File: config.mk
export PLATFORM = sky130hd
export DESIGN_NAME = parity_frame_tx
export DESIGN_NICKNAME = d
export VERILOG_FILES = /design/src/rtl/parity_frame_tx.sv
export SDC_FILE = /design/constraint.sdc
export NUM_CORES = 1
export LEC_CHECK = 0
export BUFFER_PORTS_ARGS = -buffer_cell sky130_fd_sc_hd__buf_4
export CAP_MARGIN = 40
export CELL_PAD_IN_SITES_DETAIL_PLACEMENT = 1
export CELL_PAD_IN_SITES_GLOBAL_PLACEMENT = 2
export CORE_AREA = 2 2 39 41
export CTS_CLUSTER_DIAMETER = 100
export DETAILED_ROUTE_END_ITERATION = 8
export DIE_AREA = 0 0 41 43
export PLACE_DENSITY_LB_ADDON = 0.1
export SLEW_MARGIN = 0
export SYNTH_ARGS = -nofsm -noshare
export SYNTH_HDL_FRONTEND = slang
export SYNTH_SLANG_ARGS = --single-unit
File: constraint.sdc
create_clock -name clk -period 2.6 [get_ports clk]
set_clock_uncertainty 0.2 [all_clocks]
set_input_delay 0.26 -clock clk [delete_from_list [all_inputs] [get_ports clk]]
set_output_delay 0.26 -clock clk [all_outputs]
set_load 0.01 [all_outputs]
File: src/rtl/parity_frame_tx.sv
// parity_frame_tx: serial frame transmitter, MSB first, with an appended parity bit.
// Ports: clk, reset (async, active-low), in_data/in_valid/in_ready (word handshake),
//   out/out_valid (registered serial line), busy (frame in progress),
//   sof (registered, high with the first data bit; present only when the
//   PARITY_TX_SOF_EN macro is defined).
module parity_frame_tx #(
  parameter int unsigned DATA_W   = 2,
  parameter bit          ODD      = 1'b1,
  parameter bit          IDLE_BIT = 1'b0
) (
  input  logic              clk,
  input  logic              reset,
  input  logic [DATA_W-1:0] in_data,
  input  logic              in_valid,
  output logic              in_ready,
  output logic              out,
  output logic              out_valid,
  output logic              busy
`ifdef PARITY_TX_SOF_EN
  ,
  output logic              sof
`endif
);

  localparam int unsigned CW = (DATA_W > 1) ? $clog2(DATA_W) : 1;

  typedef enum logic [1:0] {
    S_IDLE,
    S_DATA,
    S_PAR
  } state_e;

  state_e            state_q, state_d;
  logic [CW-1:0]     cnt_q, cnt_d;
  logic [DATA_W-1:0] shift_q, shift_d;
  logic              par_q, par_d;
  logic              out_q, out_d;
  logic              out_valid_q, out_valid_d;
  logic              accept;
`ifdef PARITY_TX_SOF_EN
  logic              sof_q, sof_d;
`endif

  assign in_ready = (state_q != S_DATA);
  assign accept   = in_valid & in_ready;
  assign busy     = (state_q != S_IDLE);

  always_comb begin
    state_d     = state_q;
    cnt_d       = cnt_q;
    shift_d     = shift_q;
    par_d       = par_q;
    out_d       = out_q;
    out_valid_d = out_valid_q;
`ifdef PARITY_TX_SOF_EN
    sof_d       = 1'b0;
`endif
    unique case (state_q)
      S_IDLE, S_PAR: begin
        if (accept) begin
          // MSB goes straight to the line; shift_q keeps the rest,
          // next bit always at the top.
          state_d     = S_DATA;
          cnt_d       = CW'(DATA_W - 1);
          out_d       = in_data[DATA_W-1];
          shift_d     = in_data << 1;
          par_d       = (^in_data) ^ ODD;
          out_valid_d = 1'b1;
`ifdef PARITY_TX_SOF_EN
          sof_d       = 1'b1;
`endif
        end else if (state_q == S_PAR) begin
          state_d     = S_IDLE;
          out_d       = IDLE_BIT;
          out_valid_d = 1'b0;
        end
      end
      S_DATA: begin
        out_valid_d = 1'b1;
        if (cnt_q == '0) begin
          state_d = S_PAR;
          out_d   = par_q;
        end else begin
          cnt_d   = cnt_q - 1'b1;
          out_d   = shift_q[DATA_W-1];
          shift_d = shift_q << 1;
        end
      end
      default: begin
        state_d     = S_IDLE;
        out_d       = IDLE_BIT;
        out_valid_d = 1'b0;
      end
    endcase
  end

  always_ff @(posedge clk or negedge reset) begin
    if (!reset) begin
      state_q     <= S_IDLE;
      cnt_q       <= '0;
      shift_q     <= '0;
      par_q       <= 1'b0;
      out_q       <= IDLE_BIT;
      out_valid_q <= 1'b0;
    end else begin
      state_q     <= state_d;
      cnt_q       <= cnt_d;
      shift_q     <= shift_d;
      par_q       <= par_d;
      out_q       <= out_d;
      out_valid_q <= out_valid_d;
    end
  end

  assign out       = out_q;
  assign out_valid = out_valid_q;

`ifdef PARITY_TX_SOF_EN
  always_ff @(posedge clk or negedge reset) begin
    if (!reset) begin
      sof_q <= 1'b0;
    end else begin
      sof_q <= sof_d;
    end
  end

  assign sof = sof_q;
`endif

endmodule
==> summary.md <==
| Metric | Value |
|---|---|
| Status | finished, final reports clean |
| Cts hold-fix bufs | 1 |
| Area growth from synthesis to layout | 38.6% |
| Top layer in use | met4 |
| Post-CTS resize count | 0 |
| Max-Cap Viols | 0 |
| GRT Total Usage | 0.104 |
| Worst Hold Class | primary input to flip-flop |
| Setup Buffers After CTS | 0 |
| Worst Setup EP | busy |
| Fin. Hold Viols | 0 |
| DRT Wirelength | 682 um |
| Inst Count DP | 50 |
| Worst setup path class | flip-flop to primary output |
| Crit path launch type | flip-flop |
| ANT nets after route | 0 |
| Synth warn | 0 |
| Final Max Slew Viols | 0 |
| Metal3 WL | 49 um |
| PortBufs | 8 |
| Library cells used by synthesis | 16 |
| Worst-Skew Late Latency | 0.26 ns |
| Pint | 0.324 mW |
| CORE AREA | 1380 um2 |
| Pin count of the biggest net entering global routing | 9 |
| Nets | 45 |
| Leading cell types in the layout, fill and taps excluded | buf_4 (8), dfrtp_1 (7), nor2_1 (3), clkbuf_4 (3) |
| Post-Synth XOR/XNOR Area | 0.0290 |
| Final GP Congestion | 0.640 |
| Multiplexer share of the synthesized area | 0.0705 |
| Post-DP HPWL | 493 um |
| Initial drt markers | 2 |
| # diodes | 0 |
| Post-Syn Instances | 26 |
| Seq cells post-synth | 7 |
| Crit. End Element | primary output |
| Slew @ Worst Pin | 0.209 ns |
| Reg2reg start | state_q[0] |
| Die ar. | 1760 um2 |
| Mean Syn Cell Area | 11.6 um2 |
| Vias | 245 |
| Clock Sinks | 7 |
| CTS max path bufs | 2 |
| Hold slack | 0.124 ns |
| # rows | 14 |
| Fin crit period | 1.61 ns |
| Ports | 9 |
| Total congestion overflow | 0 |
| Vias in the first global route | 248 |
| Final period util | 0.620 |
| P_leak | 0.198 nW |
| Reg power frac | 0.426 |
| Starting density of the core | 0.218 |
| Reg2Reg Capture Point | par_q |
| Clock Tree Root | clkbuf_4 |
| Switching power | 0.169 mW |
| DIE HEIGHT | 43 um |
| Remaining DRCs | 0 |
| Drt via density | 4.45 |
| WP data required | 2.14 ns |
| Share of layout cells above drive strength 1 | 0.359 |
| Wirelength per Cell | 12.4 um |
| Slew headroom | 0.861 |
| Met2 WL | 305 um |
| Fmax | 620 MHz |
| Num CTS Buffers | 3 |
| Initial antenna violation count | 0 |
| Final std cells w/o fill | 55 |
| Depth of the most critical reg-to-reg path | 2 |
| CTS tree | built |
| Final setup fails | 0 |
| Maximum VDD drop | 0.369 mV |
| Synth Area in Adders | 0 |
| Worst reg2reg setup slack | 1.24 ns |
| Net count after synthesis | 31 |
| Seq/Total Area, Yosys | 0.581 |
| H-tree lvl count | 1 |
| Sw Ratio | 0.343 |
| First drt pass iteration count | 2 |
| Worst setup startpoint | state_q[0] |
| Critical Path AT | 1.15 ns |
| Met1 Wirelength | 308 um |
| Global-route wire length before repair | 1120 um |
| Clk pwr share | 0.209 |
| Max FO, Critical Path | 8 |
| Die W | 41 um |
| Largest family of logic cells by synthesized area | simple AND/OR/NAND/NOR gates |
| RSZ-0062 raised after global routing | no |
| Compound-Gate Fraction of Synth Area | 0.0913 |
| Combinational cell fraction of total power | 0.365 |
| Clock-pin slew on the worst setup and hold paths | 0.05 ns |
| Commonest non-fill, non-tap cell in the layout | buf_4 |
| Total Neg Setup Slack | 0 ns |
| Post-Syn Area | 302 um2 |
| Power Density | 1180 nW/um2 |
| Simple-gate share of the synthesized area | 0.216 |
-- critical path, stage by stage (launching register included) --
cell and delay, ns:
dfrtp_1 0.44, or2_2 0.31, buf_4 0.14
-- logic make-up after synthesis --
kind of cell / after synthesis
AO/OA/AOI/OAI: 4
AND/OR/NAND/NOR: 11
multiplexers: 2
buffers and inverters: 1
flip-flops: 7
XOR/XNOR: 1
-- area by class of cell --
class | instances | area [um2]
clock buffer | 4 | 26.3
fill | 167 | 966
inverter | 1 | 3.75
multi-input combinational | 18 | 123
sequential | 7 | 175
tap | 16 | 20.0
timing repair buffer | 9 | 70.1
-- worst min path at each step --
| stage | start | to | slack (ns) | depth (start not counted) |
|---|---|---|---|---|
| after floorplan | reset | cnt_q | -0.24 | 0 |
| after global placement | reset | out_valid | -0.12 | 1 |
| after detailed placement | reset | state_q[0] | -0.12 | 1 |
| after CTS | in_valid | cnt_q | 0.12 | 3 |
| after global routing | in_valid | cnt_q | 0.12 | 3 |
| final | in_valid | cnt_q | 0.12 | 3 |
-- synthesized netlist by cell type --
cell type / n / area, um2
or2_2: 1 / 6.26
or4b_1: 1 / 10.0
xnor2_1: 1 / 8.76
o221ai_1: 1 / 8.76
nor2_1: 3 / 11.3
mux2i_1: 1 / 10.0
o21ai_0: 2 / 10.0
nand3b_1: 1 / 7.51
dfrtp_1: 7 / 175
mux2_2: 1 / 11.3
or2b_1: 1 / 7.51
inv_1: 1 / 3.75
nand2b_1: 1 / 6.26
nand2_1: 2 / 7.51
and3b_1: 1 / 8.76
a31o_2: 1 / 8.76
-- registers in the layout (all words and copies together), names as in the netlist --
signal     count
state_q        2
par_q          1
out_valid      1
cnt_q          1
shift_q        1
out            1
-- metrics by stage --
stage	power [mW]	setup WS [ns]	cell area [um2]	util
detailed placement	0.393	1.25	382	0.276
CTS	0.505	0.974	418	0.302
finish	0.494	0.988	418	0.302
global placement	0.393	1.25	382	0.276
floorplan	0.308	1.33	302	-
global route	0.532	0.923	418	0.302
-- metal layers --
layer  GRT usage  up-vias
met4      0.0800        0
met1       0.125      118
met3      0.0628        2
met2       0.128        9
met5           0        -
li1            -      116
-- power by group through the flow --
stage | clock [mW] | sequential (mW) | combinational, mW
4_1_cts | 0.109 | 0.211 | 0.184
3_3_place_gp | 0 | 0.213 | 0.180
2_1_floorplan | 0 | 0.204 | 0.104
6_report | 0.103 | 0.210 | 0.180
5_1_grt | 0.116 | 0.220 | 0.196
3_5_place_dp | 0 | 0.212 | 0.181
Note: power is estimated with default switching activity, not from simulation.
